File: src/rtl/jk_cmd_sequencer.sv
// Command FIFO + issue FSM driving registered J/K vectors to a reset-less JK flop bank.
// Optional macro JK_SEQ_INIT_EN adds a one-cycle INIT state that clears the bank after reset.
module jk_cmd_sequencer #(
  parameter int WIDTH = 4,
  parameter int DEPTH = 4,
  parameter int REP_W = 4
) (
  input  logic                       clk_i,
  input  logic                       rst_i,
  input  logic                       cmd_valid_i,
  output logic                       cmd_ready_o,
  input  logic [1:0]                 cmd_op_i,
  input  logic [WIDTH-1:0]           cmd_mask_i,
  input  logic [REP_W-1:0]           cmd_repeat_i,
  output logic [WIDTH-1:0]           j_o,
  output logic [WIDTH-1:0]           k_o,
  output logic [WIDTH-1:0]           q_shadow_o,
  output logic [$clog2(DEPTH+1)-1:0] fifo_count_o,
  output logic                       busy_o
);
  localparam int AW = $clog2(DEPTH);
  localparam int CW = $clog2(DEPTH+1);
  localparam logic [CW-1:0] FULL = CW'(DEPTH);

  typedef enum logic [1:0] {IDLE, ISSUE, INIT} state_e;

`ifdef JK_SEQ_INIT_EN
  localparam state_e RST_STATE = INIT;
`else
  localparam state_e RST_STATE = IDLE;
`endif

  state_e            state_q, state_d;
  logic [WIDTH-1:0]  j_q, j_d, k_q, k_d, q_q, q_d;
  logic [REP_W-1:0]  rep_q, rep_d;
  logic [CW-1:0]     cnt_q, cnt_d;
  logic [AW-1:0]     wr_ptr_q, rd_ptr_q;
  logic              push, pop, init_act;

  logic [1:0]        op_mem_q   [DEPTH];
  logic [WIDTH-1:0]  mask_mem_q [DEPTH];
  logic [REP_W-1:0]  rep_mem_q  [DEPTH];

  assign cmd_ready_o = !rst_i && (cnt_q < FULL) && (state_q != INIT);
  assign push        = cmd_valid_i && cmd_ready_o;

  // INIT drives K high combinationally so the clear pulse lands in the first
  // cycle after release while j/k still read 0 throughout reset.
`ifdef JK_SEQ_INIT_EN
  assign init_act = (state_q == INIT) && !rst_i;
`else
  assign init_act = 1'b0;
`endif

  assign j_o          = j_q;
  assign k_o          = k_q | {WIDTH{init_act}};
  assign q_shadow_o   = q_q;
  assign fifo_count_o = cnt_q;
  assign busy_o       = (state_q == ISSUE) || (cnt_q != '0) || init_act;

  always_comb begin
    state_d = state_q;
    j_d     = j_q;
    k_d     = k_q;
    rep_d   = rep_q;
    pop     = 1'b0;
    case (state_q)
      IDLE: begin
        j_d = '0;
        k_d = '0;
        if (cnt_q != '0) begin
          pop     = 1'b1;
          state_d = ISSUE;
        end
      end
      ISSUE: begin
        if (rep_q != '0) begin
          rep_d = rep_q - REP_W'(1);
        end else if (cnt_q != '0) begin
          pop = 1'b1;
        end else begin
          state_d = IDLE;
          j_d     = '0;
          k_d     = '0;
        end
      end
      default: begin
        state_d = IDLE;
        j_d     = '0;
        k_d     = '0;
      end
    endcase
    if (pop) begin
      j_d   = mask_mem_q[rd_ptr_q] & {WIDTH{op_mem_q[rd_ptr_q][1]}};
      k_d   = mask_mem_q[rd_ptr_q] & {WIDTH{op_mem_q[rd_ptr_q][0]}};
      rep_d = rep_mem_q[rd_ptr_q];
    end
    // JK characteristic equation applied to what the bank sees this cycle.
    q_d   = (j_o & ~q_q) | (~k_o & q_q);
    cnt_d = cnt_q + CW'(push) - CW'(pop);
  end

  always_ff @(posedge clk_i) begin
    if (rst_i) begin
      state_q  <= RST_STATE;
      j_q      <= '0;
      k_q      <= '0;
      q_q      <= '0;
      rep_q    <= '0;
      cnt_q    <= '0;
      wr_ptr_q <= '0;
      rd_ptr_q <= '0;
    end else begin
      state_q  <= state_d;
      j_q      <= j_d;
      k_q      <= k_d;
      q_q      <= q_d;
      rep_q    <= rep_d;
      cnt_q    <= cnt_d;
      wr_ptr_q <= wr_ptr_q + AW'(push);
      rd_ptr_q <= rd_ptr_q + AW'(pop);
    end
  end

  always_ff @(posedge clk_i) begin
    if (push) begin
      op_mem_q[wr_ptr_q]   <= cmd_op_i;
      mask_mem_q[wr_ptr_q] <= cmd_mask_i;
      rep_mem_q[wr_ptr_q]  <= cmd_repeat_i;
    end
  end
endmodule

File: config.mk
export PLATFORM = sky130hd
export DESIGN_NAME = jk_cmd_sequencer
export DESIGN_NICKNAME = d
export VERILOG_FILES = /design/src/rtl/jk_cmd_sequencer.sv
export SDC_FILE = /design/constraint.sdc
export NUM_CORES = 1
export LEC_CHECK = 0
export CORE_AREA = 2 2 66 80
export CTS_CLUSTER_DIAMETER = 60
export DETAILED_ROUTE_END_ITERATION = 16
export DIE_AREA = 0 0 68 82
export GPL_ROUTABILITY_DRIVEN = 1
export GPL_TIMING_DRIVEN = 0
export PLACE_DENSITY = 0.76
export RECOVER_POWER = 100
export SETUP_SLACK_MARGIN = 0.3
export SLEW_MARGIN = 20
export SYNTH_ARGS = -nofsm -noshare
export SYNTH_HDL_FRONTEND = slang
export SYNTH_SLANG_ARGS = --single-unit
File: constraint.sdc
create_clock -name clk_i -period 3.05 [get_ports clk_i]
set_input_delay 0.305 -clock clk_i [delete_from_list [all_inputs] [get_ports clk_i]]
set_output_delay 0.305 -clock clk_i [all_outputs]
set_load 0.03 [all_outputs]
Yosys cells after proc, flatten, opt, wreduce, memory -nomap -nowiden --
Memories as Yosys holds them, arrays and structs flattened. A register that Yosys moved wholly into a read port is not among the register bits. Index checks and enable logic that the tools add are counted.
Cells by class: add/subtract/negate cells 5, $mul 0, div/mod/pow operators 0, magnitude comparators 1, equality and inequality tests 7, shift-type cells 0, multiplexer cells 20, bitwise gates (word level) 7, reduce and logical (&&, ||, !) cells 13
Operators by type and width (count):
- 2-to-1 mux 4 bit | 8
- bitwise AND 4 bit | 4
- 2-to-1 mux 2 bit | 6
- inequality test 2 bit, second input constant | 4
- NOT 4 bit | 2
- inequality test 3 bit, second input constant | 2
- adder 2 x 1 -> 2 bit | 2
- 2-to-1 mux 1 bit | 4
- OR 4 bit | 1
- one-hot mux 2 bit (2 select lines) | 1
- AND reduction 2 bit | 2
- nonzero test 2 bit | 2
- nonzero test 4 bit | 1
- subtractor 4 x 1 -> 4 bit, second input constant | 1
- adder 3 x 1 -> 3 bit | 1
- logical AND 1 bit | 3
- less-than comparator 3 bit, second input constant | 1
- AND reduction 3 bit | 1
- nonzero test 3 bit | 1
- subtractor 3 x 1 -> 3 bit | 1
- == test 2 x 1 -> 1 bit, second input constant | 1
- logical NOT 2 bit | 1
- one-hot mux 1 bit (2 select lines) | 1
- logical NOT 1 bit | 1
- logical OR 1 bit | 1
Word-level totals: register bits after elaboration 25, bits in latches 0, bits in writable memories 40, ROM bits 0, bits of input ports 13, output and inout port bits 17, word-level logic and storage cells 64, memories kept 3
Memory list:
- mask_mem_q | depth 4, width 4, rd ports 1, clocked after memory_dff 1, wr ports 1, RTL line 41 | logic [WIDTH-1:0] mask_mem_q [DEPTH];
- rep_mem_q | depth 4, width 4, rd ports 1, clocked after memory_dff 1, wr ports 1, RTL line 42 | logic [REP_W-1:0] rep_mem_q [DEPTH];
- op_mem_q | depth 4, width 2, rd ports 1, clocked after memory_dff 1, wr ports 1, RTL line 40 | logic [1:0] op_mem_q [DEPTH];

Longest topological paths before layout --
depth in word-level cells 6, gate-level depth with buffers 10, gate-level depth less buffers 10

Least setup slack after synthesis --
OpenSTA, ideal clock, no wires.
path kind flip-flop to flip-flop, start point register cnt_q[2], in the netlist fifo_count_o[2], end point memory mask_mem_q[1][0] (enable), setup time 0.392 ns, data arrival time 2.047 ns, data required time 2.658 ns, slack 0.611 ns, stages on the path, launching flop included 4, buffers on the path 0, period minus slack after synthesis 2.439 ns, cell sequence dfxtp_1 > nor2_1 > nand2_1 > nor3b_1
On the way: word-level cells in the longest chain between the ends 6
Ends and longest elaborated chain:
- start, declared | RTL line 36 | logic [CW-1:0] cnt_q, cnt_d;
- start signal, assigned | RTL line 119 | cnt_q <= cnt_d;
- less-than comparator 3 bit | RTL line 44 | assign cmd_ready_o = !rst_i && (cnt_q < FULL) && (state_q != INIT);
- logical AND 1 bit (2 in series) | RTL line 44
- named net cmd_ready_o | RTL line 11 | output logic cmd_ready_o,
- logical AND 1 bit | RTL line 45 | assign push = cmd_valid_i && cmd_ready_o;
- 2-to-1 mux 1 bit | RTL line 126 | if (push) begin
- 2-to-1 mux 1 bit (implied by the code) | RTL line 128 | mask_mem_q[wr_ptr_q] <= cmd_mask_i;
- end, declared | RTL line 41
The timed path passes the listed nets, and every way through them passes these cells.

Worst setup path in the final report --
start point register rep_q[0], end point register cnt_q[2], in the netlist fifo_count_o[2]
On the way: word-level cells in the longest chain between the ends 4
Ends and longest elaborated chain:
- start, declared | RTL line 35 | logic [REP_W-1:0] rep_q, rep_d;
- start signal, assigned | RTL line 118 | rep_q <= rep_d;
- nonzero test 4 bit | RTL line 77 | if (rep_q != '0) begin
- 2-to-1 mux 1 bit | RTL line 77
- one-hot mux 1 bit (2 select lines) | RTL line 67 | case (state_q)
- subtractor 3 x 1 -> 3 bit | RTL line 100 | cnt_d = cnt_q + CW'(push) - CW'(pop);
No other way between the ends. A chain may end at the register's enable or synchronous reset.

==> results.yml <==
outcome:
  status: "complete, no violations"
worst_hold_path:
  holdPathEnd: "fifo_count_o[1]"
  holdPathStages: 2
  min_path_type: "primary input to flop"
  hp-start: "rst_i"
sta:
  rsz0062_at_grt: "no"
  layout_setup_ws_ns: 0.477
  setup_viol: 0
  tightest_slew_ns: 0.614
  hold_viol_final: 0
  max_slew_margin_pct: 58.7
  period_share_pct: 84.4
  drv_slew: 0
  tns_ns: 0
  fmax_mhz: 389
  min_period_ns: 2.57
  skew_ns: 0.00680
  whs_ns: 0.337
critical_path:
  max_stage_delay_ns: 0.47
  cpMaxStageDelayCell: "or3b_1"
  end_kind: "flop"
  reg2reg_depth: 10
  cp-start-kind: "flop"
  cp_max_fo: 6
  path_buf_inv: 1
  critPathRequiredTime_ns: 3.25
  cp_top_family: "adder cells"
  r2r_start: "rep_q[0]"
  rr_endpoint: "fifo_count_o[2]"
  arrival_ns: 2.77
  ff2ff_setup_slack_ns: 0.48
  worstSetupPathType: "flop to flop"
  cp_common_cell: "xnor2_1"
  crit_chain: "inv_1, ha_1, or3b_1, a21oi_4, xnor2_1, ha_1, fa_1, xnor2_1, xnor2_1, nor2_1"
synth:
  ys_seq_area_share_pct: 66.8
  synth.avg_cell_area_um2: 15.0
  ys_types: 32
  synth_area_um2: 2520
  synth_top_area_share_pct: 47.7
  synth_edf_count: 40
  ys_seq_elements: 64
  synth_common_cells: "40 x edfxtp_1, 24 x dfxtp_1, 14 x inv_1"
  ys_async_sr_fraction_pct: 0
  synth_ff_type: "edfxtp_1"
  synth-warning-count: 0
  synth_top_cell_by_area: "edfxtp_1"
  syn_inst: 168
  synth_nets: 185
  synthTopCellsByArea: "edfxtp_1 48%, dfxtp_1 19%, mux4_2 7.2%, o32ai_1 2.8%, inv_1 2.1%"
  synth_most_common_cell: "edfxtp_1"
clock_tree:
  cts_hold_buf: 0
  clock_sinks: 64
  numCtsBuffers: 9
  cts_root_buf: "clkbuf_8"
  cts.htree.levels: 3
  cts_resized: 0
  post-cts-setup-buffer-count: 0
  clk_pin_slew_ns: 0.07
  clk_path_buf_depth: 2
  clock_latency_ns: 0.32
  cts_tree: "done"
placed_design:
  portBuffers: 28
  post-dp-hpwl_um: 3060
  dpl_worst_slack_ns: 0.554
  place_congestion: 0.897
power:
  ir_worst_vdd_v: 0.000398
  cellPowerDensity_nw_per_um2: 922
  p_leak_nw: 1.09
  p_total_mw: 2.83
run:
  drv_cap: 0
route:
  route.met2.wl_um: 2240
  wl_met1_um: 1760
  wl_um: 4330
  drt-vias-per-instance: 5.40
  drtAntennaViolNets: 0
  vias: 1485
  wl_met3_um: 233
  wl_per_cell_um: 15.7
  drc: 0
  highest_layer: "met4"
  first_pass_iters: 4
  first_iter_violations: 92
floorplan:
  start_util_pct: 52.1
  die_area_um2: 5580
  pin_count: 30
  coreArea_um2: 4830
  num_rows: 28
  die_y_um: 82
  die_w_um: 68
layout:
  diodes: 0
  syn_to_final_growth_pct: 21.7
  fill_cells: 359
  fin_util_pct: 63.4
  nets: 227
  seqCellArea_um2: 1680
  layout-drive-gt1-share_pct: 12.1
  multi_input_area_um2: 741
global_route:
  overflow: 0
  grt_max_degree: 11
  grt_pass1_wl_um: 6960
  grt_usage_pct: 17.7
  antenna_found_initial: 0
  grt_pass1_vias: 1509
final cells by class:
class	instances	share of cell area, %
Sequential cell	64	54.9
Multi-Input combinational cell	83	24.2
Timing Repair Buffer	31	9.51
Clock buffer	12	4.73
Tap cell	60	2.45
Inverter	14	1.71
Clock inverter	4	1.43
Buffer	7	1.14
power breakdown:
group | total (mW) | leakage [nW] | internal (mW) | switching (mW)
combinational | 0.998 | 0.430 | 0.443 | 0.555
sequential | 1.14 | 0.559 | 1.05 | 0.0973
clock | 0.685 | 0.0978 | 0.395 | 0.290
flip-flops by register name (all words and copies together) (netlist names), 3 cells and up:
| register | flops |
|---|---|
| mask_mem_q | 16 |
| rep_mem_q | 16 |
| op_mem_q | 8 |
| j_o | 4 |
| k_o | 4 |
| q_shadow_o | 4 |
| rep_q | 4 |
| fifo_count_o | 3 |
metal layers:
layer / vias up / global-route usage (%)
met5: - / 0
met4: 0 / 9.00
met3: 11 / 5.21
met2: 50 / 28.3
met1: 719 / 21.5
li1: 705 / -
placed cells by master, fill, tap and decap left out, drive strengths merged, types with 2 or more instances in the layout:
cell          n
a21oi         4
buf           2
clkbuf       20
clkinv        3
dfxtp        24
dlygate4sd3  27
edfxtp       40
ha            3
inv          14
mux2i         5
mux4         10
nand2        11
nand3b        3
nor2         13
nor2b         3
nor3          3
nor3b         2
o32ai         8
xnor2         6
logic make-up (layout without fill, tap and decap cells):
group	after synthesis	after routing	share of synthesized area (%)
AOI/OAI and AO/OA	18	18	6.06
xor gates and xnor gates	6	6	2.09
adders and majority gates	4	4	2.29
buffers and inverters	21	68	3.53
DFF	64	64	66.8
muxes	16	16	11.7
and+or+nand+nor	39	39	7.60
through the flow:
stage | instance area, µm² | cells
floorplan | 2520 | 168
global placement | 2870 | 256
detailed placement | 2910 | 259
CTS | 3100 | 275
global route | 3070 | 275
finish | 3070 | 275
worst max-delay path by stage:
stage	cells past startpoint	end	slack, ns	start
floorplan	3	mask_mem_q[1][0]	0.61	fifo_count_o[2]
global placement	3	mask_mem_q[1][0]	0.36	cmd_valid_i
detailed placement	10	fifo_count_o[2]	0.55	rep_q[0]
CTS	10	fifo_count_o[2]	0.52	rep_q[0]
global route	10	fifo_count_o[2]	0.34	rep_q[0]
finish	10	fifo_count_o[2]	0.48	rep_q[0]
Note: power is estimated with default switching activity, not from simulation.
